**src/rtl/fetch_sequencer.sv**
```systemverilog
// fetch_sequencer: instruction-fetch control. Owns the fetch PC, drives the
// synchronous instruction memory and chooses the next fetch address. The
// sources are redirect (EX branch, then ID jump), halt, stall and sequential
// fetch. Stall and redirect counters saturate and exist for debug.
module fetch_sequencer #(
  parameter logic [15:0] RESET_PC = 16'h0000,
  parameter int          CNT_W    = 16
) (
  input  logic             clk,
  input  logic             rst,
  input  logic             stall_i,
  input  logic             br_taken_i,
  input  logic [15:0]      br_target_i,
  input  logic             jmp_i,
  input  logic [15:0]      jmp_addr_i,
  input  logic             hlt_i,
  output logic [15:0]      im_addr_o,
  output logic             im_rd_en_o,
  output logic [15:0]      pc_o,
  output logic             if_valid_o,
  output logic             flush_o,
  output logic             halted_o,
  output logic [CNT_W-1:0] stall_cnt_o,
  output logic [CNT_W-1:0] redir_cnt_o
);

  typedef enum logic {
    S_RUN  = 1'b0,
    S_HALT = 1'b1
  } state_t;

  // Per-cycle decision. The FSM picks one action and the datapath applies it.
  typedef enum logic [2:0] {
    ACT_NONE,   // in reset or halted: nothing moves
    ACT_REDIR,  // branch or jump: load target and squash the wrong-path fetch
    ACT_HALT,   // enter HALT and squash the current fetch
    ACT_STALL,  // freeze the fetch stage
    ACT_SEQ     // fetch the next sequential address
  } act_t;

  localparam logic [CNT_W-1:0] CNT_ONE = {{(CNT_W-1){1'b0}}, 1'b1};
  localparam logic [CNT_W-1:0] CNT_MAX = {CNT_W{1'b1}};

  state_t           state_q, state_d;
  act_t             act;
  logic [15:0]      fetch_pc_q, fetch_pc_d;
  logic [15:0]      pc_q, pc_d;
  logic             valid_q, valid_d;
  logic [CNT_W-1:0] stall_cnt_q, stall_cnt_d;
  logic [CNT_W-1:0] redir_cnt_q, redir_cnt_d;
  logic [15:0]      redir_target;

  // A branch resolved in EX is older than a jump decoded in ID, so it wins.
  assign redir_target = br_taken_i ? br_target_i : jmp_addr_i;

  // State register. HALT is left only through reset.
  always_ff @(posedge clk) begin
    // NOTE: sequential state uses non-blocking assignments so every register
    // samples the values from before the edge, regardless of block order.
    if (rst) state_q <= S_RUN;
    else     state_q <= state_d;
  end

  // Next state, chosen action and combinational IM and flush controls.
  always_comb begin
    // NOTE: every output of this block gets a default first, so no path can
    // leave a signal unassigned and infer a latch.
    state_d    = state_q;
    act        = ACT_NONE;
    im_rd_en_o = 1'b0;
    flush_o    = 1'b0;
    if (!rst && state_q == S_RUN) begin
      if (br_taken_i || jmp_i) begin
        // The redirect squashes a same-cycle halt, which is on the wrong path.
        act        = ACT_REDIR;
        im_rd_en_o = 1'b1;
        flush_o    = 1'b1;
      end else if (hlt_i) begin
        act     = ACT_HALT;
        flush_o = 1'b1;
        state_d = S_HALT;
      end else if (stall_i) begin
        act = ACT_STALL;
      end else begin
        act        = ACT_SEQ;
        im_rd_en_o = 1'b1;
      end
    end
  end

  // Datapath next values for the chosen action. The default is to hold.
  always_comb begin
    fetch_pc_d  = fetch_pc_q;
    pc_d        = pc_q;
    valid_d     = valid_q;
    stall_cnt_d = stall_cnt_q;
    redir_cnt_d = redir_cnt_q;
    case (act)
      ACT_REDIR: begin
        // pc_o holds. The bubble is marked by valid going low.
        fetch_pc_d = redir_target;
        valid_d    = 1'b0;
        if (redir_cnt_q != CNT_MAX) redir_cnt_d = redir_cnt_q + CNT_ONE;
      end
      ACT_HALT: begin
        valid_d = 1'b0;
      end
      ACT_STALL: begin
        // The IM holds its output while read enable is low, so holding
        // pc and valid keeps the visible instruction frozen as a unit.
        if (stall_cnt_q != CNT_MAX) stall_cnt_d = stall_cnt_q + CNT_ONE;
      end
      ACT_SEQ: begin
        // The IM returns data one cycle after the address, so pc_o lags by one.
        pc_d       = fetch_pc_q;
        fetch_pc_d = fetch_pc_q + 16'd1;
        valid_d    = 1'b1;
      end
      default: begin
        // ACT_NONE: everything holds.
      end
    endcase
  end

  // Datapath registers with synchronous reset.
  always_ff @(posedge clk) begin
    if (rst) begin
      fetch_pc_q  <= RESET_PC;
      pc_q        <= RESET_PC;
      valid_q     <= 1'b0;
      stall_cnt_q <= '0;
      redir_cnt_q <= '0;
    end else begin
      fetch_pc_q  <= fetch_pc_d;
      pc_q        <= pc_d;
      valid_q     <= valid_d;
      stall_cnt_q <= stall_cnt_d;
      redir_cnt_q <= redir_cnt_d;
    end
  end

  assign im_addr_o   = fetch_pc_q;
  assign pc_o        = pc_q;
  assign if_valid_o  = valid_q;
  assign halted_o    = (state_q == S_HALT);
  assign stall_cnt_o = stall_cnt_q;
  assign redir_cnt_o = redir_cnt_q;

endmodule
```
**config.mk**
```make
export PLATFORM = sky130hd
export DESIGN_NAME = fetch_sequencer
export DESIGN_NICKNAME = d
export VERILOG_FILES = /design/src/rtl/fetch_sequencer.sv
export SDC_FILE = /design/constraint.sdc
export NUM_CORES = 1
export LEC_CHECK = 0
export BUFFER_PORTS_ARGS = -buffer_cell sky130_fd_sc_hd__buf_2
export CAP_MARGIN = 20
export CORE_ASPECT_RATIO = 2
export CORE_MARGIN = 5
export CORE_UTILIZATION = 52
export DETAILED_ROUTE_END_ITERATION = 10
export PLACE_DENSITY = 0.8
export SLEW_MARGIN = 25
export SYNTH_ARGS = -nofsm -noshare
export SYNTH_HDL_FRONTEND = slang
export SYNTH_SLANG_ARGS = --single-unit
```
**constraint.sdc**
```tcl
create_clock -name clk -period 2.25 [get_ports clk]
set_input_delay 0.1125 -clock clk [delete_from_list [all_inputs] [get_ports clk]]
set_output_delay 0.1125 -clock clk [all_outputs]
set_load 0.02 [all_outputs]
```
# ---- After elaboration in Yosys (flattened, before gate mapping)
# Index checks and enable logic that the tools add are counted.
dict set report op_classes {
  n_addsub 3
  eq_ne 6
  mux 14
  bitwise_logic 2
  n_reduce_logical 9
}
# operator n
set op_table {}
lappend op_table {{$add A16 B1 Y16 const B} 3}
lappend op_table {{$ne A16 B16 Y1 const B} 2}
lappend op_table {{$pmux W16 S2} 1}
lappend op_table {{$mux W16} 1}
lappend op_table {{$mux W3} 4}
lappend op_table {{$mux W1} 7}
lappend op_table {{$eq A3 B2 Y1 const B} 2}
lappend op_table {{$reduce_and A2 Y1} 2}
lappend op_table {{$reduce_bool A2 Y1} 2}
lappend op_table {{$eq A3 B1 Y1 const B} 1}
lappend op_table {{$eq A3 B3 Y1 const B} 1}
lappend op_table {{$reduce_and A3 Y1} 1}
lappend op_table {{$not A1 Y1} 2}
lappend op_table {{$pmux W1 S2} 1}
lappend op_table {{$reduce_or A2 Y1} 1}
lappend op_table {{$logic_and A1 B1 Y1} 1}
lappend op_table {{$logic_not A1 Y1} 1}
lappend op_table {{$logic_or A1 B1 Y1} 1}
dict set report totals {
  ff_bits 66
  elab_cells 40
}

# ---- Logic depth before layout (Yosys ltp)
# Gate-level depths: netlist of the first run.
dict set report logic_depth {
  depth_word 7
  depth_mapped 7
  depth_no_buf 5
}

# ---- Worst setup path before layout of the first run
# Ideal clock, no wire load.
dict set report synth_path {
  path_type {reg2reg}
  from {register state_q (netlist: halted_o)}
  to {register fetch_pc_q[9] (netlist: im_addr_o[9])}
  arrival_time_ns 1.653
  t_required_ns 2.131
  slack_ns 0.478
  path_stages_with_launch 7
  path_cell_list {dfxtp_1 > or4_1 > buf_2 > nor2_4 > buf_6 > a21oi_1 > o221a_1}
}
dict set report synth_between {
  elab_chain_cells 5
  elab_cells_between_ends 7
}
# element line_no
set synth_lines {}
lappend synth_lines {{from (decl)} 44} ;# state_t state_q, state_d;
lappend synth_lines {{from (signal assigned)} 61} ;# else state_q <= state_d;
lappend synth_lines {{$not A1 Y1 *} 72} ;# if (!rst && state_q == S_RUN) begin
lappend synth_lines {{$logic_and A1 B1 Y1 *} 72}
lappend synth_lines {{$mux W3 *} 72}
lappend synth_lines {{$eq A3 B3 Y1 or $eq A3 B1 Y1 (tied branches)} 98} ;# case (act)
lappend synth_lines {{$pmux W16 S2 or $reduce_bool A2 Y1 (tied branches)} -}
lappend synth_lines {{to (signal assigned)} 134} ;# fetch_pc_q <= fetch_pc_d;
lappend synth_lines {{to (decl)} 46} ;# logic [15:0] fetch_pc_q, fetch_pc_d;
# Mark *: on every way between the ends. The rest lies on a longest branch, timed or not.
# A chain may end at the register's enable or synchronous reset.

# ---- Worst setup path in the final report of the first run
dict set report layout_path {
  from {register state_q (netlist: halted_o)}
  to {register stall_cnt_q[14] (netlist: stall_cnt_o[14])}
}
dict set report layout_between {
  elab_chain_cells 5
}
# element line_no
set layout_lines {}
lappend layout_lines {{$not A1 Y1} 72}
lappend layout_lines {{$logic_and A1 B1 Y1} 72}
lappend layout_lines {{$mux W3} 72}
lappend layout_lines {{$eq A3 B2 Y1} 98}
lappend layout_lines {{$reduce_and A2 Y1 (no line)} -}
lappend layout_lines {{to (signal assigned)} 137} ;# stall_cnt_q <= stall_cnt_d;
lappend layout_lines {{to (decl)} 49} ;# logic [CNT_W-1:0] stall_cnt_q, stall_cnt_d;
# No other way between the ends.

==> results.txt, run 1 <==
- In this run the static leakage power is approximately 1.8 nW.
- Total core area: 0.006833 mm2
* Synthesized netlist cell count: roughly 430
* Post-synth cell types: 58
- Of the cells placed in the final design, the portion with a size suffix greater than 1 is 29.37%.
- STA classifies the critical path startpoint as a flip-flop.
- Summing every instance area after synthesis gives around 0.0036 mm2.
- Data arrival, critical path: 2280 ps
* Sum of negative setup slack: 0 ps
* Combinational family with the most area after synthesis: simple AND/OR/NAND/NOR gates
- CP Class: flip-flop to flip-flop
* Tcrit/Tclk final: roughly nine tenths
* HP Class: input port to flip-flop
- Among all stages on the critical path, the largest delay is contributed by sky130_fd_sc_hd__nor3b_2.
* Std-Cell Rows: 43
- Among all flip-flop cells after synthesis, the most frequent one is sky130_fd_sc_hd__dfxtp_1.
* Most area-hungry cell type in the Yosys netlist: sky130_fd_sc_hd__dfxtp_1
- Worst-case vdd ir drop: about 0.76 mV
* Antenna-violating nets left: 0
* Status: complete, no violations
* Global-route wire length before repair: roughly 16000 um
* Slew HR: roughly 60%
* Transition time of the tightest slew-check pin: ~590 ps
- Post-Syn Area per Cell: 8.368 um2
- Ratio of total power to cell area: between 600 and 700 mW/mm2
- TritonCTS created 9 clock buffers.
- Endpoint type of the worst setup path: flip-flop
- In this design, the stage delay of the slowest critical-path cell is roughly 440 ps.
* Beginning of the critical path: halted_o
* Required time at the endpoint of the critical path: ~2500 ps
* Area delta synth->final: 25.20%
- The via count of the first global-routing pass was roughly 3500.
- Top post-synthesis cells by area: sky130_fd_sc_hd__dfxtp_1 37%, sky130_fd_sc_hd__a21oi_1 6.7%, sky130_fd_sc_hd__nand2_1 5.6%
- Vertical extent of the die: ~130 um
- Area of the die: between 0.008 and 0.009 mm2
- The number of setup buffers added after CTS is 0.
- For the worst-skew pair, the clock arrives at the later sink with an insertion delay of 340 ps.
* Post-Syn Nets: 470
- The first routing iteration left about 250 violations.
- Traced cell by cell, the critical path runs through nor3b_2 -> nand4_1 -> nor4_1 -> mux2_2.
- TritonCTS built the clock tree.
* Worst-case clock skew: about 6.2 ps
* Highest net fanout along the worst path: 9
- Total of hold buffers inserted after clock tree synthesis: 0
- Pin count of the biggest net entering global routing: 30
- The tree built by TritonCTS fans out to 66 sinks.
- After Yosys synthesis, full adders, half adders and majority gates account for 1.046% of the synthesized area.
- EDFF count, synth: 0
- Parity-gate share of the synthesized area counting xor and xnor cells: 0%
- Effective utilization at floorplan: a little over half
- CTS clk-pin slew, worst paths: about 50 ps
* Maximum frequency from static timing analysis: 486.5 MHz
- After legalization and detailed placement, the total HPWL measured around 7200 um.
- Number of flip-flops and latches in the synthesized netlist: 66
- The share of the Yosys chip area taken by registers is 36.81%.
- Final Hold Violating Endpoints: 0
* Post-route DRC: 0
* Net count reported at finish: around 580
* Area fraction in compound gates after synthesis: between 20 and 25%
- The number of antenna violations at the first check in global routing came to 0.
* Multiplexer share of the synthesized area: 5.751%
* Share of the synthesized area in the top cell type: around 37%
- Routed via count: roughly 3800
- Synth Warn #: 0
* Detailed-router iteration count before antenna repair: 4
- Root buffer cell: sky130_fd_sc_hd__clkbuf_16
* H-tree levels: 3
- In this run the horizontal extent of the chip is 68.75 um.
* Most frequent standard cell in the layout excluding fill and tap cells: sky130_fd_sc_hd__buf_2
- Total Power: 0.003041 W
* Worst-case clock buffer depth: 2
- Per-cell routed wire length: 16.01 um
- Grt met1 use: around 30%
- The filler cells instantiated in the layout total 607.
* Number of top-level design ports: approximately 110
* Min Clock Period, post-route: ~2100 ps
* Overall fraction of global-route tracks in use: between 20% and 30%
- In this run the most critical hold path is launched from rst.
* Port Buf Inserts: 105
- The cell family contributing the most delay on the critical path is simple AND/OR/NAND/NOR gates.
* Met2 track demand over resource in global routing: 36.28%
- Tightest hold margin: 96.88 ps
- The number of antenna diodes in the final layout is 0.
- Of all flip-flops after synthesis, the portion carrying an async set or reset was 0%.
- Final weighted congestion in routability-driven placement: approximately 0.85
- Busiest layer in global routing: met2
- Startpoint of the worst-slack reg-to-reg timing path: halted_o
- Including well taps, the total number of placed cells is just over 600.
- For this run the aggregate overflow at the end of global routing stands at 0.
* Max-cap violations: 0
- Together, buffers and inverters on the worst path number 0.
- Resize count post-CTS: 0
- Post-synthesis simple-gate area fraction: 29.77%
* Met3 usage in global routing: 7.740%
* WL final: roughly 10000 um
- Max Transition Viols Final: 0
* Most used cells in the layout excluding fill and tap cells: 105 x sky130_fd_sc_hd__buf_2, 66 x sky130_fd_sc_hd__dfxtp_1, 54 x sky130_fd_sc_hd__nand2_1
- Unrepaired setup endpoints after global routing: no
* Setup Viol. Count Final: 0
- Final non-filler cell total: between 600 and 700
* Average via count per standard cell: 6.068
-- routing by layer --
metal	share of wire (%)	wire [um]	vias to the layer above
met2	48	4869	163
met5	0	0	-
li1	-	-	1851
met4	3.0	299	0
met3	8.2	827	29
met1	40	4057	1768
-- logic make-up after synthesis --
group                      count (synthesis)
AOI/OAI and AO/OA                        122
adders and majority gates                  3
buffers and inverters                     32
DFF                                       66
muxes                                     19
and+or+nand+nor                          187
-- power by group --
group          switching, W  internal, W
Sequential        0.0000554      0.00121
Clock              0.000494     0.000962
Combinational      0.000195     0.000130
Total              0.000744      0.00230
-- synthesized netlist by cell type, types with 10 or more instances --
master and instances:
sky130_fd_sc_hd__dfxtp_1 66, sky130_fd_sc_hd__buf_2 10, sky130_fd_sc_hd__nor2_1 18, sky130_fd_sc_hd__nand3_1 19
sky130_fd_sc_hd__nand4_1 14, sky130_fd_sc_hd__a21oi_1 48, sky130_fd_sc_hd__or4_1 12, sky130_fd_sc_hd__inv_1 10
sky130_fd_sc_hd__nand2_1 54, sky130_fd_sc_hd__nor3_1 12, sky130_fd_sc_hd__o21ai_0 17, sky130_fd_sc_hd__mux2_2 13
sky130_fd_sc_hd__o31ai_1 10
-- area by class of cell --
| class | instances | area, um2 | share of cell area [%] |
|---|---|---|---|
| clock buffer | 12 | 236.5 | 5.262 |
| sequential | 66 | 1321 | 29.40 |
| clock inverter | 3 | 65.06 | 1.448 |
| multi-input combinational | 331 | 2113 | 47.02 |
| tap | 90 | 112.6 | 2.506 |
| inverter | 10 | 37.54 | 0.8352 |
| timing repair buffer | 116 | 608.1 | 13.53 |
-- metrics by stage --
| stage | utilization [%] | cell area (um2) | setup slack [ps] |
|---|---|---|---|
| 6_report | 65.78 | 4494 | 194.5 |
| 5_1_grt | 65.78 | 4494 | 46.00 |
| 4_1_cts | 65.78 | 4494 | 217.4 |
| 3_5_place_dp | 61.36 | 4193 | 306.6 |
| 3_3_place_gp | 61.36 | 4193 | 349.1 |
| 2_1_floorplan | - | 3590 | 478.3 |
-- flip-flops by register name, summed over array words and instances (netlist names) --
name / flops
halted_o: 1
im_addr_o: 16
if_valid_o: 1
stall_cnt_o: 16
pc_o: 16
redir_cnt_o: 16
-- worst paths after layout --
kind / cells past startpoint / to / slack [ps]
worst max-delay path: 4 / stall_cnt_o[14] / 190
worst min register to register: 2 / pc_o[14] / 450
worst min-delay path: 2 / halted_o / 100
worst max register to register: 4 / stall_cnt_o[14] / 190
No activity file was read; power rests on OpenSTA's default activity.
==> run 2, diff against run 1 <==
--- a/config.mk
+++ b/config.mk
@@ -6,12 +6,13 @@
 export NUM_CORES = 1
 export LEC_CHECK = 0
 export BUFFER_PORTS_ARGS = -buffer_cell sky130_fd_sc_hd__buf_2
-export CAP_MARGIN = 20
 export CORE_ASPECT_RATIO = 2
 export CORE_MARGIN = 5
 export CORE_UTILIZATION = 52
 export DETAILED_ROUTE_END_ITERATION = 10
 export PLACE_DENSITY = 0.8
+export REMOVE_ABC_BUFFERS = 1
+export SKIP_CTS_REPAIR_TIMING = 1
 export SLEW_MARGIN = 25
 export SYNTH_ARGS = -nofsm -noshare
 export SYNTH_HDL_FRONTEND = slang
==> run 2 against run 1 <==
Against the previous run:
- largest cell class unchanged
- die area stayed put
- worst setup slack gained 17 ps
- routed wire length decreased by 0.99%
- cell count did not move
- critical endpoint is now im_rd_en_o
- critical path depth up 1
- flip-flop and latch count stayed put
- clock power down 10%
==> results.txt, run 2 (same netlist as run 1, synthesis figures left out) <==
* Detailed-router iteration count before antenna repair: 5
* Total Power: 0.002900 W
- Worst-case clock buffer depth: 2
* Layout cells sized above 1: about 30%
- CTS clk-pin slew, worst paths: about 50 ps
- Average via count per standard cell: ~6
- The tree built by TritonCTS fans out to 66 sinks.
- Highest net fanout along the worst path: 20
- After the last flow step, the layout net total stands at about 570.
- Min Clock Period, post-route: just over 2000 ps
- Standby leakage power: 1.823 nW
* Filler Cells Inserted: 630
- Final weighted congestion in routability-driven placement: 0.9356
- For the worst-skew pair, the clock arrives at the later sink with an insertion delay of 330 ps.
- The first global-routing pass estimated roughly 16000 um of wire.
- Worst-case clock skew: around 3.4 ps
- Setup repair after global routing left no endpoint under its margin.
- Area of the die: ~0.009 mm2
- Data arrival, critical path: 1930 ps
- 0 antenna diodes ended up in the layout.
- For this run, the total global-route usage over all layers was measured as a little under a quarter.
* Routed via count: between 3000 and 4000
- Global routing finished with a remaining overflow of 0.
* Transition time of the tightest slew-check pin: around 500 ps
* Vertical extent of the die: roughly 130 um
* Via count of the first global-routing pass: between 3000 and 4000
* Setup Viol. Count Final: 0
- Worst-case vdd ir drop: 0.4798 mV
- CP Class: flip-flop to output port
- Total core area: just under 0.007 mm2
- Max Transition Viols Final: 0
- CP startpoint kind: flip-flop
- Number of top-level design ports: 106
- WL final: 9954 um
- In this run, the number of DRC markers left after iteration 0 of detailed routing was approximately 230.
- For the worst setup path, the data required time is around 2100 ps.
- Effective utilization at floorplan: 52.54%
* Post-route DRC: 0
* Initial antenna violation count: 0
* Status: complete, no violations
* Hold Path Depth: 3
- The area growth from synthesis to layout is 24.50%.
- STA classifies the critical path endpoint as an output port.
- HP Class: input port to flip-flop
* Most frequent standard cell in the layout excluding fill and tap cells: sky130_fd_sc_hd__buf_2
- Root buffer cell: sky130_fd_sc_hd__clkbuf_16
- Setup slack closes at roughly 210 ps.
* Area used by multi-input combinational logic: about 0.0021 mm2
- CTS tree: built
- Most used cells in the layout excluding fill and tap cells: 105 x sky130_fd_sc_hd__buf_2, 66 x sky130_fd_sc_hd__dfxtp_1, 54 x sky130_fd_sc_hd__nand2_1
- For this run, the top clock speed supported by timing is about 500 MHz.
- Timing analysis after detailed placement gives a worst setup slack of ~370 ps.
- In this run the tightest slew margin relative to its limit is 66.22%.
- Entering global routing, the biggest net connects 27 pins.
- In this run the horizontal extent of the chip is just under 70 um.
- H-tree levels: 3
* Ratio of total power to cell area: about 650 mW/mm2
* CTS buffer count: 9
- Summed over all nets, the half-perimeter wirelength after detailed placement is between 7000 and 8000 um.
- Path depth of the worst reg2reg path: 5
* Std-Cell Rows: 43
- Dividing the detail-routed wire length by the instance count gives between 15 and 20 um.
- Final Hold Violating Endpoints: 0
- Once detail routing completed, the nets flagged for antenna violations numbered 0.
* Port Buf Inserts: about 110
- The tool flagged a number of max-cap violations equal to 0.
* Tcrit/Tclk final: 90.62%
- In the final layout, flip-flops and latches occupy about 0.0013 mm2.
- In the final timing run, aggregate negative setup slack is 0 ps.
- Setup slack, reg-to-reg: 320 ps
run 2: cell types whose count changed in the layout (fill, tap and decap cells not counted):
cell | previous run | this run
sky130_fd_sc_hd__clkbuf_1 | 3 | 2
sky130_fd_sc_hd__buf_4 | 11 | 10
sky130_fd_sc_hd__clkinv_2 | 1 | 2
sky130_fd_sc_hd__bufinv_16 | 2 | 0
sky130_fd_sc_hd__clkbuf_8 | 0 | 3
run 2: path summary, 6_finish.rpt:
| path | start | end |
|---|---|---|
| worst max-delay path | halted_o | im_rd_en_o |
| worst min-delay path | hlt_i | halted_o |
| worst max register to register | halted_o | im_addr_o[15] |
| worst min register to register | pc_o[3] | pc_o[3] |
run 2: layout make-up:
type	instances	area share [%]
Clock inverter	2	0.2240
Multi-Input combinational cell	331	47.28
Timing Repair Buffer	115	13.44
Tap cell	90	2.520
Sequential cell	66	29.56
Clock buffer	14	6.131
Inverter	10	0.8399
run 2: worst max-delay path, stage by stage (launching register included):
cell and delay, ps:
sky130_fd_sc_hd__dfxtp_1 410, sky130_fd_sc_hd__nor2_1 400, sky130_fd_sc_hd__o21ai_1 120, sky130_fd_sc_hd__buf_4 230, sky130_fd_sc_hd__inv_1 220, sky130_fd_sc_hd__buf_2 220
run 2: routing by layer:
metal / vias to the layer above / part of all wire [%] / track usage (%)
met2: 161 / 49 / 36.56
met3: 17 / 8.2 / 6.157
met4: 0 / 1.8 / 8.506
met1: 1731 / 41 / 29.86
li1: 1841 / - / -
met5: - / 0 / 0
run 2: where the power goes:
group	switching, W	internal (W)
clock	0.000483	0.000832
combinational	0.000196	0.000129
sequential	0.0000544	0.00121
total	0.000733	0.00217
run 2: stage by stage:
stage	util, %	cell area (um2)	std cells	hold WS [ps]
after floorplan	-	3472	407	181.6
after global placement	61.25	4185	612	421.2
after detailed placement	61.25	4185	612	441.7
after CTS	65.41	4469	628	102.0
after global routing	65.41	4469	628	124.4
final	65.41	4469	628	106.1
==> run 3, diff against run 2 <==
--- a/config.mk
+++ b/config.mk
@@ -8,9 +8,8 @@
 export BUFFER_PORTS_ARGS = -buffer_cell sky130_fd_sc_hd__buf_2
 export CORE_ASPECT_RATIO = 2
 export CORE_MARGIN = 5
-export CORE_UTILIZATION = 52
+export CORE_UTILIZATION = 35
 export DETAILED_ROUTE_END_ITERATION = 10
-export PLACE_DENSITY = 0.8
 export REMOVE_ABC_BUFFERS = 1
 export SKIP_CTS_REPAIR_TIMING = 1
 export SLEW_MARGIN = 25
==> run 3 against run 2 <==
Against the previous run:
- routed wire length grew 12%
- critical path depth is the same
- clock power grew 8%
- largest cell class unchanged
- die area grew 43%
- global-route usage shrank 5.2 points
==> results.txt, run 3 (same netlist as run 1, synthesis figures left out) <==
- Post-route DRC: 0
- CTS buffer count: 9
- Data arrival, critical path: 1880 ps
- Switching power: ~0.00078 W
* Worst skew pair latency: 330 ps
- Most frequent standard cell in the layout excluding fill and tap cells: sky130_fd_sc_hd__buf_2
* Effective utilization at floorplan: ~36%
* Worst-case clock skew: around 7.2 ps
- Endpoint with the worst hold slack: halted_o
* Sum of buffers and inverters on the critical path: 3
- Antenna-violating nets left: 0
* # diodes: 0
- For this run, the post-layout net count is about 580.
* Transition time of the tightest slew-check pin: 586.5 ps
* Standby leakage power: around 1.8 nW
- Average via count per standard cell: about 5.6
- Timing would allow up to ~500 MHz.
- In the detailed route, the total length drawn on met2 is 5943 um.
- Wires add up to ~11000 um.
- Ratio of total power to cell area: between 600 and 700 mW/mm2
- In this run the clock root is driven by a sky130_fd_sc_hd__clkbuf_16.
- Combinational logic burns approximately 11% of the power.
- Clock share of power: 47.1%
- The total area inside the core boundary comes to around 0.01 mm2.
* HPWL after DPL: about 8500 um
- The worst setup path is captured at an output port.
- Slew HR: a little over 60%
- During placement, the flow inserted port buffers numbering approximately 110.
- The min-delay analysis places its worst path in the category input port to flip-flop.
* Max-cap violations: 0
- Final Hold Violating Endpoints: 0
* Net Sw Frac: around a quarter
- CP startpoint kind: flip-flop
* Die outline width: 81.61 um
- The worst register-to-register path has a setup slack of 310 ps.
- Detailed-router iteration count before antenna repair: 4
* Total Power: 0.003006 W
* Overall fraction of global-route tracks in use: between 10% and 20%
- Setup violations remaining at the end of the flow were counted as 0.
- Startpoint of the worst-slack reg-to-reg timing path: halted_o
* Required time at the endpoint of the critical path: around 2100 ps
- For this run, the slowest stage of the critical path takes between 400 and 500 ps.
* CTS clk-pin slew, worst paths: 50 ps
- Vertical extent of the die: ~150 um
- Aggregate global routing overflow: 0
- Dividing the detail-routed wire length by the instance count gives roughly 16 um.
- In this run the critical register-to-register path is captured at redir_cnt_o[7].
* Tcrit/Tclk final: approximately 89%
* Min Clock Period, post-route: ~2000 ps
* Worst-case vdd ir drop: just over 0.4 mV
* Internal Pwr Total: around 0.0022 W
* CP Class: flip-flop to output port
- Clock tree synthesis found a total of 66 sinks.
- Std-Cell Rows: 52
* Slowest library cell on the worst path: sky130_fd_sc_hd__dfxtp_1
- Unrepaired setup endpoints after global routing: no
- The via count of the first global-routing pass is about 3700.
* H-tree levels: 3
* Hold Path Depth: 3
* Highest net fanout along the worst path: 12
- The number of antenna violations at the first check in global routing is 1.
- Pin count of the biggest net entering global routing: 56
- Global-route wire length before repair: about 18000 um
- After routing, the total negative slack on setup checks comes to 0 ps.
- TritonCTS built the clock tree.
- Metal1 wirelength: 4061 um
* Area delta synth->final: 27.50%
- Routed signal wires occupy layers up through met5.
- Most used cells in the layout excluding fill and tap cells: 105 x sky130_fd_sc_hd__buf_2, 66 x sky130_fd_sc_hd__dfxtp_1, 54 x sky130_fd_sc_hd__nand2_1
* CP cell instances: nor2_1 -> o21ai_1 -> buf_4 -> inv_1 -> buf_2
- Critical hold path startpoint: hlt_i
* Layout cells sized above 1: between 30% and 40%
- In this design, the largest share of critical-path delay is due to buffers and inverters.
- Routed via count: about 3800
- The worst register-to-register path has a depth of 4.
* Max Transition Viols Final: 0
- Routability-driven placement finished with a final weighted congestion of between 0.8 and 0.9.
- Of the total power, registers draw 41.8%.
- Status: complete, no violations
- Number of DRC markers in iteration 0: roughly 180
- In this run the deepest clock path goes through 2 buffers.
* Met3 routed WL: ~720 um
- Area of the die: roughly 0.013 mm2
- In this run the count of I/O pins placed on the die edge is roughly 110.
run 3: cell types whose count changed in the layout (fill, tap and decap cells not counted), sizes merged:
cell,delta
bufinv,+1
clkinvlp,+3
clkbuf,-4
buf,+4
run 3: worst max-delay path by stage:
stage	start	endpoint	slack [ps]	depth (start not counted)
floorplan	halted_o	im_addr_o[3]	130	5
global placement	im_addr_o[0]	im_addr_o[14]	360	5
detailed placement	halted_o	redir_cnt_o[7]	310	4
CTS	halted_o	im_rd_en_o	260	5
global route	halted_o	im_rd_en_o	100	5
finish	halted_o	im_rd_en_o	260	5
run 3: worst register-to-register path: cells and delay by family (launching register included):
kind               cells  cell delay (ps)
DFF                    1              410
and+or+nand+nor        3             1310
AOI/OAI and AO/OA      1              140
run 3: layout make-up:
class | instances | area (um2)
Inverter | 10 | 37.54
Clock inverter | 6 | 66.31
Multi-Input combinational cell | 331 | 2113
Sequential cell | 66 | 1321
Tap cell | 135 | 168.9
Timing Repair Buffer | 119 | 630.6
Fill cell | 1018 | 5508
Clock buffer | 10 | 239.0
run 3: power by group through the flow:
| stage | clock (W) | combinational (W) | sequential, W |
|---|---|---|---|
| after floorplan | 0 | 0.000137 | 0.00131 |
| after global placement | 0 | 0.000331 | 0.00128 |
| after detailed placement | 0 | 0.000336 | 0.00128 |
| after CTS | 0.00145 | 0.000337 | 0.00126 |
| after global routing | 0.00150 | 0.000362 | 0.00126 |
| final | 0.00142 | 0.000334 | 0.00126 |
run 3: through the flow:
stage	instance area (um2)	util (%)	std cells	setup WS [ps]	hold slack, ps
after floorplan	3472	-	407	127.7	181.6
after CTS	4577	45.38	677	260.5	107.8
after global routing	4577	45.38	677	104.5	138.7
final	4577	45.38	677	256.4	112.6
after global placement	4272	42.36	661	364.3	440.3
after detailed placement	4272	42.36	661	314.7	443.7
run 3: routing by layer:
| layer | GRT usage, % | up-vias |
|---|---|---|
| li1 | - | 1858 |
| met1 | 18.58 | 1768 |
| met2 | 32.18 | 129 |
| met3 | 4.240 | 32 |
| met4 | 9.588 | 2 |
| met5 | 0 | - |
